--- config.mk ---
export PLATFORM = sky130hd
export DESIGN_NAME = hmc_link_pwr_seq
export DESIGN_NICKNAME = d
export VERILOG_FILES = /design/src/rtl/hmc_link_pwr_seq.sv
export SDC_FILE = /design/constraint.sdc
export NUM_CORES = 1
export LEC_CHECK = 0
export CORE_MARGIN = 3
export CORE_UTILIZATION = 35
export DETAILED_ROUTE_END_ITERATION = 10
export PLACE_DENSITY = 0.66
export SLEW_MARGIN = 30
export SYNTH_ARGS = -nofsm -noshare
export SYNTH_HDL_FRONTEND = slang
export SYNTH_SLANG_ARGS = --single-unit
--- constraint.sdc ---
create_clock -name clk -period 2.5 [get_ports clk]
set_input_delay 0.5 -clock clk [delete_from_list [all_inputs] [get_ports clk]]
set_output_delay 0.5 -clock clk [all_outputs]
set_load 0.02 [all_outputs]
--- src/rtl/hmc_link_pwr_seq.sv ---
// hmc_link_pwr_seq
// Drives the HMC sideband pins P_RST_N and LXRXPS. It runs the cold-reset release
// and the LXRXPS/LXTXPS sleep-entry and wake handshakes, and watches FERR_N for
// fatal errors.
//
// Ports
//   clk, res_n      single rising-edge clock, asynchronous active-low reset
//   cfg_hmc_reset   1-cycle pulse, restarts the cold-reset sequence from any state
//   cfg_sleep_req   level, 1 = request sleep, 0 = request active
//   P_RST_N         HMC reset output, active-low (registered)
//   LXRXPS          host->HMC power state, 1 = active (registered)
//   LXTXPS          HMC->host power state, asynchronous input
//   FERR_N          HMC fatal error, active-low, asynchronous input
//   link_up         1 only in ST_ACTIVE (registered)
//   sleep_ack       1 only in ST_SLEEP (registered)
//   fatal_err       sticky, FERR_N seen low
//   timeout_err     sticky, LXTXPS response timeout
//   state           current FSM state code
//
// state      | meaning
// -----------+-----------------------------------------------------------
// ST_RST    0| P_RST_N held low for RST_CYCLES clocks
// ST_WAIT   1| reset released, waiting for LXTXPS to go high
// ST_ACTIVE 2| link active
// ST_SLP_EN 3| LXRXPS low, waiting for LXTXPS to go low
// ST_SLEEP  4| link asleep
// ST_WAKE   5| LXRXPS high, waiting for LXTXPS to go high
// ST_ERR    6| fatal error or handshake timeout, pins frozen
module hmc_link_pwr_seq #(
    parameter int RST_CYCLES     = 16,
    parameter int TIMEOUT_CYCLES = 1024,
    parameter int SYNC_STAGES    = 2
) (
    input  logic       clk,
    input  logic       res_n,
    input  logic       cfg_hmc_reset,
    input  logic       cfg_sleep_req,
    output logic       P_RST_N,
    output logic       LXRXPS,
    input  logic       LXTXPS,
    input  logic       FERR_N,
    output logic       link_up,
    output logic       sleep_ack,
    output logic       fatal_err,
    output logic       timeout_err,
    output logic [2:0] state
);

    localparam int CNT_SPAN = (RST_CYCLES > TIMEOUT_CYCLES) ? RST_CYCLES : TIMEOUT_CYCLES;
    localparam int CNT_W    = $clog2(CNT_SPAN) + 1;

    localparam logic [CNT_W-1:0] RST_LAST = CNT_W'(RST_CYCLES - 1);
    localparam logic [CNT_W-1:0] TO_LAST  = CNT_W'(TIMEOUT_CYCLES - 1);
    localparam logic [CNT_W-1:0] CNT_SAT  = '1;

    typedef enum logic [2:0] {
        ST_RST    = 3'd0,
        ST_WAIT   = 3'd1,
        ST_ACTIVE = 3'd2,
        ST_SLP_EN = 3'd3,
        ST_SLEEP  = 3'd4,
        ST_WAKE   = 3'd5,
        ST_ERR    = 3'd6
    } state_t;

    state_t           st_q, st_d;
    logic [CNT_W-1:0] cnt_q, cnt_d;
    logic             prst_d, lxrxps_d, fatal_d, tout_d;
    logic             timeout_hit;

    logic [SYNC_STAGES-1:0] lxtxps_sync;
    logic [SYNC_STAGES-1:0] ferr_sync;
    logic                   lxtxps_s;
    logic                   ferr_n_s;

    // LXTXPS carries no meaning while the HMC is held in reset, so its
    // synchroniser is flushed to 0 while P_RST_N is low. After release the FSM
    // therefore only sees LXTXPS high once it has crossed the full sync chain.
    always_ff @(posedge clk or negedge res_n) begin
        if (!res_n) begin
            lxtxps_sync <= '1;
            ferr_sync   <= '1;
        end else begin
            ferr_sync <= {ferr_sync[SYNC_STAGES-2:0], FERR_N};
            if (!P_RST_N)
                lxtxps_sync <= '0;
            else
                lxtxps_sync <= {lxtxps_sync[SYNC_STAGES-2:0], LXTXPS};
        end
    end

    assign lxtxps_s = lxtxps_sync[SYNC_STAGES-1];
    assign ferr_n_s = ferr_sync[SYNC_STAGES-1];

    always_ff @(posedge clk or negedge res_n) begin
        if (!res_n) begin
            st_q        <= ST_RST;
            cnt_q       <= '0;
            P_RST_N     <= 1'b0;
            LXRXPS      <= 1'b1;
            link_up     <= 1'b0;
            sleep_ack   <= 1'b0;
            fatal_err   <= 1'b0;
            timeout_err <= 1'b0;
        end else begin
            st_q        <= st_d;
            cnt_q       <= cnt_d;
            P_RST_N     <= prst_d;
            LXRXPS      <= lxrxps_d;
            link_up     <= (st_d == ST_ACTIVE);
            sleep_ack   <= (st_d == ST_SLEEP);
            fatal_err   <= fatal_d;
            timeout_err <= tout_d;
        end
    end

    always_comb begin
        st_d        = st_q;
        cnt_d       = (cnt_q == CNT_SAT) ? cnt_q : cnt_q + 1'b1;
        prst_d      = P_RST_N;
        lxrxps_d    = LXRXPS;
        fatal_d     = fatal_err;
        tout_d      = timeout_err;
        timeout_hit = (st_q inside {ST_WAIT, ST_SLP_EN, ST_WAKE}) && (cnt_q == TO_LAST);

        if (cfg_hmc_reset) begin
            st_d     = ST_RST;
            prst_d   = 1'b0;
            lxrxps_d = 1'b1;
            fatal_d  = 1'b0;
            tout_d   = 1'b0;
        // Already in ST_ERR, a later FERR_N is not recorded, so the two sticky
        // flags only coexist when the timeout and FERR_N land on the same cycle.
        end else if (!ferr_n_s && st_q != ST_RST && st_q != ST_ERR) begin
            st_d    = ST_ERR;
            fatal_d = 1'b1;
            if (timeout_hit)
                tout_d = 1'b1;
        end else if (timeout_hit) begin
            st_d   = ST_ERR;
            tout_d = 1'b1;
        end else begin
            case (st_q)
                ST_RST: begin
                    prst_d   = 1'b0;
                    lxrxps_d = 1'b1;
                    if (cnt_q == RST_LAST) begin
                        prst_d = 1'b1;
                        st_d   = ST_WAIT;
                    end
                end
                ST_WAIT: begin
                    if (lxtxps_s)
                        st_d = ST_ACTIVE;
                end
                ST_ACTIVE: begin
                    if (cfg_sleep_req) begin
                        lxrxps_d = 1'b0;
                        st_d     = ST_SLP_EN;
                    end
                end
                ST_SLP_EN: begin
                    if (!lxtxps_s)
                        st_d = ST_SLEEP;
                end
                ST_SLEEP: begin
                    if (!cfg_sleep_req) begin
                        lxrxps_d = 1'b1;
                        st_d     = ST_WAKE;
                    end
                end
                ST_WAKE: begin
                    if (lxtxps_s)
                        st_d = ST_ACTIVE;
                end
                default: st_d = ST_ERR;
            endcase
        end

        // A reset pulse while already in ST_RST must also restart the count.
        if (st_d != st_q || cfg_hmc_reset)
            cnt_d = '0;
    end

    assign state = st_q;

endmodule

# ---- After elaboration in Yosys (flattened, before gate mapping)
# Cells that the tools add are included.
dict set report word_totals {
  ff_bits 24
  inputBits 6
  output_inout_bits 9
  word_cells 70
}
dict set report classes {
  n_addsub 1
  eq_ne 17
  mux 27
  n_reduce_logical 15
}
# op n
set op_table {}
lappend op_table {{3-bit two-way mux} 8}
lappend op_table {{11-bit two-way mux} 2}
lappend op_table {{3-bit case mux with 5 select lines} 1}
lappend op_table {{1-bit two-way mux} 14}
lappend op_table {{11-bit by 1-bit adder with 11-bit output (second input constant)} 1}
lappend op_table {{11-bit by 10-bit == test with 1-bit output (second input constant)} 1}
lappend op_table {{11-bit == test (second input constant)} 1}
lappend op_table {{11-bit by 4-bit == test with 1-bit output (second input constant)} 1}
lappend op_table {{3-bit by 2-bit == test with 1-bit output (second input constant)} 3}
lappend op_table {{3-bit == test (second input constant)} 3}
lappend op_table {{3-bit inequality test (second input constant)} 3}
lappend op_table {{2-bit nonzero test} 3}
lappend op_table {{3-bit nonzero test} 2}
lappend op_table {{5-bit AND reduction} 1}
lappend op_table {{2-bit inequality test (second input constant)} 2}
lappend op_table {{4-bit nonzero test} 1}
lappend op_table {{3-bit by 1-bit == test with 1-bit output (second input constant)} 1}
lappend op_table {{1-bit logical AND} 3}
lappend op_table {{3-bit logical NOT} 1}
lappend op_table {{3-bit inequality test} 1}
lappend op_table {{1-bit case mux with 3 select lines} 1}
lappend op_table {{3-bit AND reduction} 1}
lappend op_table {{2-bit two-way mux} 1}
lappend op_table {{2-bit by 1-bit inequality test with 1-bit output (second input constant)} 1}
lappend op_table {{3 further kinds} 3}

# ---- Depth between registers and ports, before layout
# Gate-level depths: netlist of run 1.
dict set report depth {
  word_depth 9
  mapped_depth 7
  ltp_nobuf 6
}

# ---- Worst setup path before layout of run 1
# OpenSTA, ideal clock, no wires.
dict set report synth_timing {
  kind {register to register}
  start {register st_q[1] (netlist: state[1])}
  end {register cnt_q[10]}
  setup_ns 0.080
  t_arrival_ns 1.762
  required_ns 2.420
  path_slack_ns 0.658
  stages_incl_launch_ff 7
  path_buffers 1
  period_less_slack_ns 1.842
  path_cell_list {dfrtp_1 > or3b_1 > nand3_2 > nand3_2 > o41a_1 > buf_6 > nor3_4}
}
dict set report synth_via {
  elab_chain_len 9
  elab_cells_between_ends 26
  cone_classes {eq/ne (8); mux (10); reduce/logical (8)}
}
# element line_no
set synth_rtl {}
lappend synth_rtl {{start, declared} 66} ;# state_t st_q, st_d;
lappend synth_rtl {{start signal, assigned} 106} ;# st_q <= st_d;
lappend synth_rtl {{3-bit by 1-bit == test with 1-bit output (tied with other cells)} {124, 143}}
lappend synth_rtl {{2-bit OR reduction (no line) or 3-bit nonzero test (tied branches)} --}
lappend synth_rtl {{3-bit case mux with 5 select lines or 1-bit logical AND (tied branches)} {143, 124}}
lappend synth_rtl {{3-bit two-way mux} 139} ;# end else if (timeout_hit) begin
lappend synth_rtl {{3-bit two-way mux} 134} ;# end else if (!ferr_n_s && st_q != ST_RST && st_q != ST_ERR) begin
lappend synth_rtl {{3-bit two-way mux} 126} ;# if (cfg_hmc_reset) begin
lappend synth_rtl {{3-bit inequality test *} 181} ;# if (st_d != st_q || cfg_hmc_reset)
lappend synth_rtl {{1-bit logical OR *} 181}
lappend synth_rtl {{2-bit by 1-bit inequality test with 1-bit output (no line) or 11-bit two-way mux (tied branches)} --}
lappend synth_rtl {{end signal, assigned} 107} ;# cnt_q <= cnt_d;
lappend synth_rtl {{end, declared} 67} ;# logic [CNT_W-1:0] cnt_q, cnt_d;
# Every way passes the cells marked *; elsewhere a longest branch is shown, timed or not.
# A chain may end at the register's enable or synchronous reset.

# ---- Worst setup path in the final report of run 1
dict set report layout_timing {
  start {input cfg_sleep_req}
  end {register cnt_q[1]}
}
dict set report layout_via {
  elab_chain_len 8
  elab_cells_between_ends 10
  cone_classes {eq/ne (2); mux (7); reduce/logical (1)}
}
# element line_no
set layout_rtl {}
lappend layout_rtl {{start, declared} 37} ;# input logic cfg_sleep_req,
lappend layout_rtl {{3-bit two-way mux (on tied branches)} {167, 157}}
lappend layout_rtl {{3-bit case mux with 5 select lines *} 143} ;# case (st_q)
lappend layout_rtl {{3-bit two-way mux *} 139}
lappend layout_rtl {{3-bit two-way mux *} 134}
lappend layout_rtl {{3-bit two-way mux *} 126}
lappend layout_rtl {{3-bit inequality test *} 181}
lappend layout_rtl {{1-bit logical OR *} 181}
lappend layout_rtl {{2-bit by 1-bit inequality test with 1-bit output (no line) or 11-bit two-way mux (tied branches)} --}
# Marked as above.

==> results.py, run 1 <==
metrics = {
    "status": {
        "status": "complete, no violations",
    },
    "detailed_routing": {
        "avgRoutedWirePerCell_um": 13.01,
        "routed-via-count": 1014,
        "wirelength_um": 2550,
        "viasPerCell": 5.173,
        "drtPass1Iterations": 4,
        "drc": 0,
        "drt_iter0_markers": 47,
        "ant_nets": 0,
    },
    "global_route": {
        "grt.overflow.total": 0,
        "grt_use_met3": 0.02956,
        "gr-usage-met1": 0.1698,
        "gr-max-usage-layer": "met2",
        "antenna_found_initial": 0,
        "grt_pass1_wl_um": 4616,
        "grt_usage": 0.1313,
        "grt_pass1_vias": 1018,
        "grt_use_met2": 0.2154,
        "grt_max_degree": 25,
    },
    "setup_path": {
        "cp-start-kind": "primary input",
        "crit_top_cell": "nand3_2",
        "cp_max_fo": 11,
        "worst_ep_arrival_time_ns": 2.33,
        "critPathTopFamily": "simple AND/OR/NAND/NOR gates",
        "timing.reg2reg.setup_slack_ns": 0.43,
        "cp_num_buf_inv": 2,
        "critical_path_class": "in2reg",
        "end_kind": "flip-flop",
        "path_cells": "clkdlybuf4s50_1 -> or3b_1 -> nand3_2 -> nand3_2 -> o41a_1 -> buf_4 -> nor3_1",
        "cp.required_ns": 2.68,
        "cp_slowest_cell": "clkdlybuf4s50_1",
        "slowest_delay_ns": 0.45,
    },
    "power_and_ir_drop": {
        "swShare": 0.3920,
        "power_density_nw_per_um2": 868.9,
        "clkPwrFrac": 0.183,
        "internal-power_mw": 0.8467,
        "power_frac_comb": 0.464,
        "seqPwrFrac": 0.354,
        "p_leak_nw": 0.6350,
        "ir_worst_vdd_mv": 0.3747,
        "power.switching_mw": 0.5459,
    },
    "final_layout": {
        "areaGrowthSynthToFinish_pct": 18.72,
        "drive_above_1_share": 0.2133,
        "antenna_cells": 0,
        "fin_cells": 196,
        "final_area_um2": 1603,
        "post-route-util": 0.4552,
        "mostFrequentLayoutCells": "19 x dfrtp_1, 14 x clkdlybuf4s50_1, 12 x nor2_1, 11 x nor3_2, 8 x nand2_1",
        "nets": 158,
        "final_common_cell": "dfrtp_1",
    },
    "clock_network": {
        "cts_max_level": 1,
        "cts_buffers": 3,
        "tritoncts": "built",
        "cts_root_buffer": "clkbuf_8",
        "post_cts_buffers": 0,
        "cts_hold_buf": 0,
        "cts_repair_resize_count": 0,
        "clk_path_buf_depth": 2,
        "cts.reportedPaths.clkPinSlew_ns": 0.08,
        "clock_sinks": 24,
        "clock_latency_ns": 0.26,
    },
    "placement": {
        "place_congestion": 0.8706,
        "dp.cells": 192,
        "port_buffers": 14,
        "dp_hpwl_um": 1879,
        "placed_area_um2": 1548,
    },
    "yosys": {
        "synth_edf_count": 0,
        "ys.flop_type": "dfrtp_1",
        "synth-async-reset-ratio": 1.000,
        "netlist_instances": 132,
        "synth.net_count": 139,
        "seq_area_frac_synth": 0.4495,
        "synth_area_per_cell_um2": 10.23,
        "netlist_area_um2": 1350,
        "ys_types": 40,
        "yosysWarnings": 0,
        "synth-seq-cells": 24,
    },
    "sta": {
        "rsz0062_at_grt": "false",
        "skew_ns": 0.001648,
        "min_period_over_period": 0.8610,
        "setup_viol": 0,
        "max_freq_mhz": 464.6,
        "slew_headroom": 0.5969,
        "hold_violations": 0,
        "period_minus_slack_ns": 2.153,
        "tns_ns": 0,
        "tightest_slew_ns": 0.6014,
        "slew_viol_final": 0,
    },
    "die": {
        "core_um2": 3521,
        "row_count": 21,
        "dieWidth_um": 68.11,
        "die_h_um": 68.11,
        "start_util": 0.3834,
        "ioPinCount": 15,
        "die_area_um2": 4638,
    },
    "hold_path": {
        "worstHoldPathType": "reg2reg",
    },
    "run": {
        "max_cap_violations": 0,
    },
}
[power by group through the flow]
stage	combinational (mW)	sequential [mW]	clock [mW]
6_report	0.646	0.493	0.254
5_1_grt	0.723	0.504	0.292
4_1_cts	0.651	0.493	0.269
3_5_place_dp	0.647	0.500	0
3_3_place_gp	0.632	0.497	0
2_1_floorplan	0.455	0.523	0
[state kept, by name (all words and copies together) (netlist names)]
signal	flops
state	3
timeout_err	1
P_RST_N	1
LXRXPS	1
ferr_sync	2
fatal_err	1
cnt_q	11
lxtxps_sync	2
sleep_ack	1
link_up	1
[kinds of logic after synthesis]
family / count (synthesis) / share of synthesized area
compound gates: 24 / 0.1279
simple gates: 62 / 0.2994
flops: 24 / 0.4495
buf+inv: 11 / 0.04727
fa+ha+maj: 1 / 0.009266
xor+xnor: 8 / 0.05190
mux: 2 / 0.01483
[synthesized netlist by cell type, types with 3 or more instances]
cell / number / area, um2
and2_1: 4 / 25.02
buf_2: 3 / 15.01
o21ai_0: 7 / 35.03
xnor2_1: 7 / 61.31
inv_1: 5 / 18.77
nor3b_1: 3 / 22.52
nor2_1: 12 / 45.04
nand2_1: 8 / 30.03
nand3_1: 5 / 25.02
dfstp_2: 5 / 131.4
dfrtp_1: 19 / 475.5
nor3_2: 11 / 110.1
a21oi_1: 4 / 20.02
nor3_1: 3 / 15.01
[per-layer routing]
layer	share of wire	vias up
met4	0.015	0
met2	0.47	14
li1	-	506
met3	0.036	5
met5	0	-
met1	0.48	489
[worst reg2reg max path: stages, from the launching register on]
cell	delay, ns
dfrtp_1	0.42
ha_1	0.24
nand3_1	0.24
nor2_1	0.12
and4_1	0.24
o41a_1	0.31
buf_4	0.20
nor3_1	0.21
[final cells by class]
cell class	instances	area, um2
fillers	343	1918
multi-input cells	97	679.4
flip-flops and latches	24	606.8
repair buffers	20	185.2
well taps	46	57.56
clock buffers	4	55.05
inverters	5	18.77
[per-stage QoR]
| step | worst slack (ns) | hold slack, ns | total power, mW |
|---|---|---|---|
| 6_report | 0.3474 | 0.3589 | 1.393 |
| 5_1_grt | 0.2024 | 0.3714 | 1.519 |
| 4_1_cts | 0.3516 | 0.3610 | 1.412 |
| 3_5_place_dp | 0.07656 | 0.3491 | 1.147 |
| 3_3_place_gp | 0.1436 | 0.3483 | 1.129 |
| 2_1_floorplan | 0.6580 | 0.2044 | 0.9779 |
[final timing paths]
| path | startpoint | end | cells after the start |
|---|---|---|---|
| worst min register to register | ferr_sync[0] | ferr_sync[1] | 0 |
| min in group asynchronous | res_n | cnt_q[2] | 2 |
| max in group asynchronous | res_n | lxtxps_sync[1] | 2 |
| worst max register to register | cnt_q[0] | cnt_q[1] | 7 |
| worst max-delay path | cfg_sleep_req | cnt_q[1] | 7 |
| worst min-delay path | ferr_sync[0] | ferr_sync[1] | 0 |
(Power assumes the default switching activity.)
==> run 2, diff against run 1 <==
--- a/config.mk
+++ b/config.mk
@@ -9,6 +9,8 @@
 export CORE_UTILIZATION = 35
 export DETAILED_ROUTE_END_ITERATION = 10
 export PLACE_DENSITY = 0.66
+export RECOVER_POWER = 100
+export SKIP_CTS_REPAIR_TIMING = 1
 export SLEW_MARGIN = 30
 export SYNTH_ARGS = -nofsm -noshare
 export SYNTH_HDL_FRONTEND = slang
==> run 2 against run 1 <==
  * Sequential share of layout area rose by 1.4 points
  * Clock skew rose by 0.00081 ns
  * Core utilization fell by 1.6 points
  * Largest cell class unchanged
  * Power fell by 4.2%
  * Hold slack barely moved
  * Combinational power fell by 8.8%
  * Non-clock buffer count did not move
  * Largest power group unchanged
==> results.py, run 2 (synthesis results as in run 1) <==
metrics = {
    "die": {
        "die_area_um2": 4638,
        "die_h_um": 68.11,
        "dieWidth_um": 68.11,
        "core_um2": 3521,
        "ioPinCount": 15,
        "row_count": 21,
        "start_util": 0.3834,
    },
    "clock_network": {
        "clock_latency_ns": 0.26,
        "cts.reportedPaths.clkPinSlew_ns": 0.08,
        "clock_sinks": 24,
        "cts_root_buffer": "clkbuf_8",
        "cts_buffers": 3,
        "cts_max_level": 1,
        "tritoncts": "built",
        "clk_path_buf_depth": 2,
    },
    "detailed_routing": {
        "drtPass1Iterations": 4,
        "drt_iter0_markers": 55,
        "viasPerCell": 5.184,
        "ant_nets": 0,
        "avgRoutedWirePerCell_um": 13.07,
        "routed-via-count": 1016,
        "drc": 0,
        "wirelength_um": 2561,
    },
    "sta": {
        "slew_headroom": 0.1614,
        "skew_ns": 0.002461,
        "fin_hold_ws_ns": 0.3587,
        "period_minus_slack_ns": 2.182,
        "max_freq_mhz": 458.2,
        "min_period_over_period": 0.8730,
        "tightest_slew_ns": 1.258,
        "setup_viol": 0,
        "hold_violations": 0,
        "rsz0062_at_grt": "false",
        "tns_ns": 0,
        "slew_viol_final": 0,
    },
    "setup_path": {
        "cp-startpoint": "cfg_sleep_req",
        "ff2ff_path_depth": 7,
        "critical_path_class": "in2reg",
        "timing.reg2reg.setup_slack_ns": 0.46,
        "cp-start-kind": "primary input",
        "reg2reg_from": "cnt_q[0]",
        "end_kind": "flip-flop",
        "cp_max_fo": 11,
        "cp.required_ns": 2.68,
        "r2r_end": "cnt_q[1]",
        "worst_ep_arrival_time_ns": 2.36,
    },
    "final_layout": {
        "final_area_um2": 1545,
        "antenna_cells": 0,
        "areaGrowthSynthToFinish_pct": 14.46,
        "n_fill_cell": 354,
        "nets": 158,
        "drive_above_1_share": 0.1333,
        "largest-register": "cnt_q",
        "final_common_cell": "dfrtp_1",
        "largest_reg_flops": 11,
        "post-route-util": 0.4389,
        "mostFrequentLayoutCells": "19 x dfrtp_1, 12 x nor2_1, 12 x dlygate4sd3_1, 11 x nor3_1, 8 x nand2_1",
    },
    "global_route": {
        "antenna_found_initial": 0,
        "grt.overflow.total": 0,
        "grt_pass1_vias": 1018,
        "grt_pass1_wl_um": 4616,
        "grt_max_degree": 25,
        "grt_usage": 0.1313,
    },
    "placement": {
        "dp_hpwl_um": 1879,
        "placed_area_um2": 1548,
        "port_buffers": 14,
        "place_congestion": 0.8706,
    },
    "power_and_ir_drop": {
        "ir_worst_vdd_mv": 0.3378,
        "p_leak_nw": 0.6251,
        "power_mw": 1.334,
        "power_density_nw_per_um2": 863.6,
    },
    "status": {
        "status": "complete, no violations",
    },
    "hold_path": {
        "holdPathStages": 0,
        "worstHoldPathType": "reg2reg",
        "hold_start": "ferr_sync[0]",
        "hold_path_end": "ferr_sync[1]",
    },
    "run": {
        "max_cap_violations": 0,
    },
}
## run 2: layout make-up
cell class	instances	area [um2]	area share
clock buffer	4	55.05	0.03563
multi-input combinational	97	629.4	0.4073
inverter	5	18.77	0.01215
sequential	24	606.8	0.3927
timing repair buffer	20	177.7	0.1150
tap	46	57.56	0.03725
## run 2: critical path, stage by stage
cell and delay, ns:
clkdlybuf4s50_1 0.45, or3b_1 0.36, nand3_1 0.13, nand3_1 0.13, o41a_1 0.39, buf_4 0.19, nor3_1 0.20
## run 2: through the flow
step	std cells	setup slack [ns]
detailed placement	192	0.07656
global route	196	0.1572
finish	196	0.3175
CTS	196	0.3516
global placement	192	0.1436
floorplan	132	0.6580
## run 2: where the power goes
| part | leakage, nW | switching [mW] | internal [mW] |
|---|---|---|---|
| clock | 0.0288 | 0.113 | 0.140 |
| sequential | 0.315 | 0.0508 | 0.441 |
| combinational | 0.282 | 0.347 | 0.242 |
## run 2: worst max path at each step
stage	endpoint	slack, ns	cells after the start
after global placement	cnt_q[1]	0.14	7
after CTS	cnt_q[1]	0.35	7
after detailed placement	cnt_q[1]	0.08	7
final	cnt_q[1]	0.32	7
after floorplan	cnt_q[10]	0.66	6
after global routing	cnt_q[1]	0.16	7
## run 2: routing by layer
metal / share of wire / vias up / wire length (um) / GRT usage
met2: 0.47 / 16 / 1213 / 0.2154
met1: 0.47 / 487 / 1216 / 0.1698
met3: 0.036 / 5 / 93 / 0.02956
li1: - / 508 / - / -
met4: 0.015 / 0 / 38 / 0.04467
met5: 0 / - / 0 / 0
==> run 3, diff against run 2 <==
==> constraint.sdc (replaced) <==
create_clock -name clk -period 2.7 [get_ports clk]
set_input_delay 0.54 -clock clk [delete_from_list [all_inputs] [get_ports clk]]
set_output_delay 0.54 -clock clk [all_outputs]
set_load 0.02 [all_outputs]
==> run 3 against run 2 <==
  * Register-to-register slack better by 0.04 ns
  * Final area decreased by 0.73%
  * Critical endpoint is now cnt_q[0]
  * Largest power group unchanged
  * Clock-buffer cell count did not move
  * Non-clock buffer count is 4 lower
  * Via count fell by 0.30%
  * Sequential power decreased by 2%
==> results.py, run 3 (synthesis results as in run 1) <==
metrics = {
    "final_layout": {
        "antenna_cells": 0,
        "mostFrequentLayoutCells": "19 x dfrtp_1, 13 x dlygate4sd3_1, 12 x nor2_1, 9 x nor3_1, 8 x nand2_1",
        "post-route-util": 0.4357,
        "largest_reg_flops": 11,
        "drive_above_1_share": 0.1370,
        "largest-register": "cnt_q",
        "fin_cells": 192,
        "final_common_cell": "dfrtp_1",
        "final_area_um2": 1534,
        "nets": 154,
        "areaGrowthSynthToFinish_pct": 13.62,
    },
    "clock_network": {
        "cts.reportedPaths.clkPinSlew_ns": 0.08,
        "clock_sinks": 24,
        "clock_latency_ns": 0.27,
        "tritoncts": "built",
        "cts_root_buffer": "clkbuf_8",
        "cts_max_level": 1,
        "clk_path_buf_depth": 2,
        "cts_buffers": 3,
    },
    "sta": {
        "period_minus_slack_ns": 2.452,
        "final.setup.worst_slack_ns": 0.2485,
        "tns_ns": 0,
        "slew_headroom": 0.1693,
        "tightest_slew_ns": 1.246,
        "rsz0062_at_grt": "false",
        "skew_ns": 0.005293,
        "max_freq_mhz": 407.9,
        "min_period_over_period": 0.9080,
        "slew_viol_final": 0,
        "setup_viol": 0,
        "hold_violations": 0,
        "fin_hold_ws_ns": 0.3605,
    },
    "placement": {
        "port_buffers": 14,
        "preCtsSetupSlack_ns": 0.1098,
        "dp.cells": 188,
        "place_congestion": 0.8586,
        "dp_hpwl_um": 1873,
        "placed_area_um2": 1518,
    },
    "detailed_routing": {
        "drc": 0,
        "viasPerCell": 5.276,
        "drt_iter0_markers": 33,
        "ant_nets": 0,
        "drtPass1Iterations": 4,
        "wirelength_um": 2597,
        "routed-via-count": 1013,
        "avgRoutedWirePerCell_um": 13.53,
    },
    "die": {
        "start_util": 0.3834,
        "die_h_um": 68.11,
        "dieWidth_um": 68.11,
        "core_um2": 3521,
        "row_count": 21,
        "die_area_um2": 4638,
        "ioPinCount": 15,
    },
    "setup_path": {
        "worst_ep_arrival_time_ns": 2.63,
        "cp-start-kind": "primary input",
        "end_kind": "flip-flop",
        "cp_slowest_cell": "o41a_1",
        "cp.required_ns": 2.88,
        "slowest_delay_ns": 0.62,
        "critical_path_class": "in2reg",
        "cp_max_fo": 11,
        "path_cells": "dlygate4sd3_1 -> or3b_1 -> nand3_1 -> nand3_2 -> o41a_1 -> nor3_1",
    },
    "power_and_ir_drop": {
        "power_density_nw_per_um2": 799.2,
        "ir_worst_vdd_mv": 0.3278,
        "p_leak_nw": 0.6112,
        "power_mw": 1.226,
    },
    "global_route": {
        "grt_max_degree": 25,
        "grt.overflow.total": 0,
        "grt_usage": 0.1335,
        "grt_pass1_vias": 1035,
        "antenna_found_initial": 0,
        "grt_pass1_wl_um": 4678,
    },
    "run": {
        "max_cap_violations": 0,
    },
    "hold_path": {
        "worstHoldPathType": "reg2reg",
    },
    "status": {
        "status": "complete, no violations",
    },
}
run 3: worst max-delay path: cells and delay by family:
kind,cells,cell delay [ns]
AND/OR/NAND/NOR,4,0.89
buffers and inverters,1,0.58
AO/OA/AOI/OAI,1,0.62
run 3: layout make-up:
| class | count | area [um2] |
|---|---|---|
| clock buffer | 4 | 55.05 |
| timing repair buffer | 16 | 151.4 |
| fill | 354 | 1987 |
| inverter | 5 | 18.77 |
| sequential | 24 | 606.8 |
| tap | 46 | 57.56 |
| multi-input combinational | 97 | 644.4 |
run 3: metal layers:
| metal | part of all wire | wire length, um | global-route usage |
|---|---|---|---|
| met5 | 0 | 0 | 0 |
| met4 | 0.020 | 51 | 0.05955 |
| met3 | 0.030 | 78 | 0.01970 |
| met2 | 0.50 | 1303 | 0.2323 |
| met1 | 0.45 | 1164 | 0.1621 |
run 3: report_power, final:
part / switching [mW] / internal [mW] / total, mW
Sequential: 0.0724 / 0.408 / 0.480
Clock: 0.111 / 0.130 / 0.241
Combinational: 0.304 / 0.201 / 0.505
run 3: worst paths after layout:
path	start	to	slack, ns	depth (start not counted)
min reg2reg	ferr_sync[0]	ferr_sync[1]	0.36	0
max in group asynchronous	res_n	state[0]	0.91	2
min	ferr_sync[0]	ferr_sync[1]	0.36	0
min in group asynchronous	res_n	cnt_q[3]	1.05	2
max reg2reg	state[2]	cnt_q[0]	0.50	5
max	cfg_sleep_req	cnt_q[0]	0.25	6
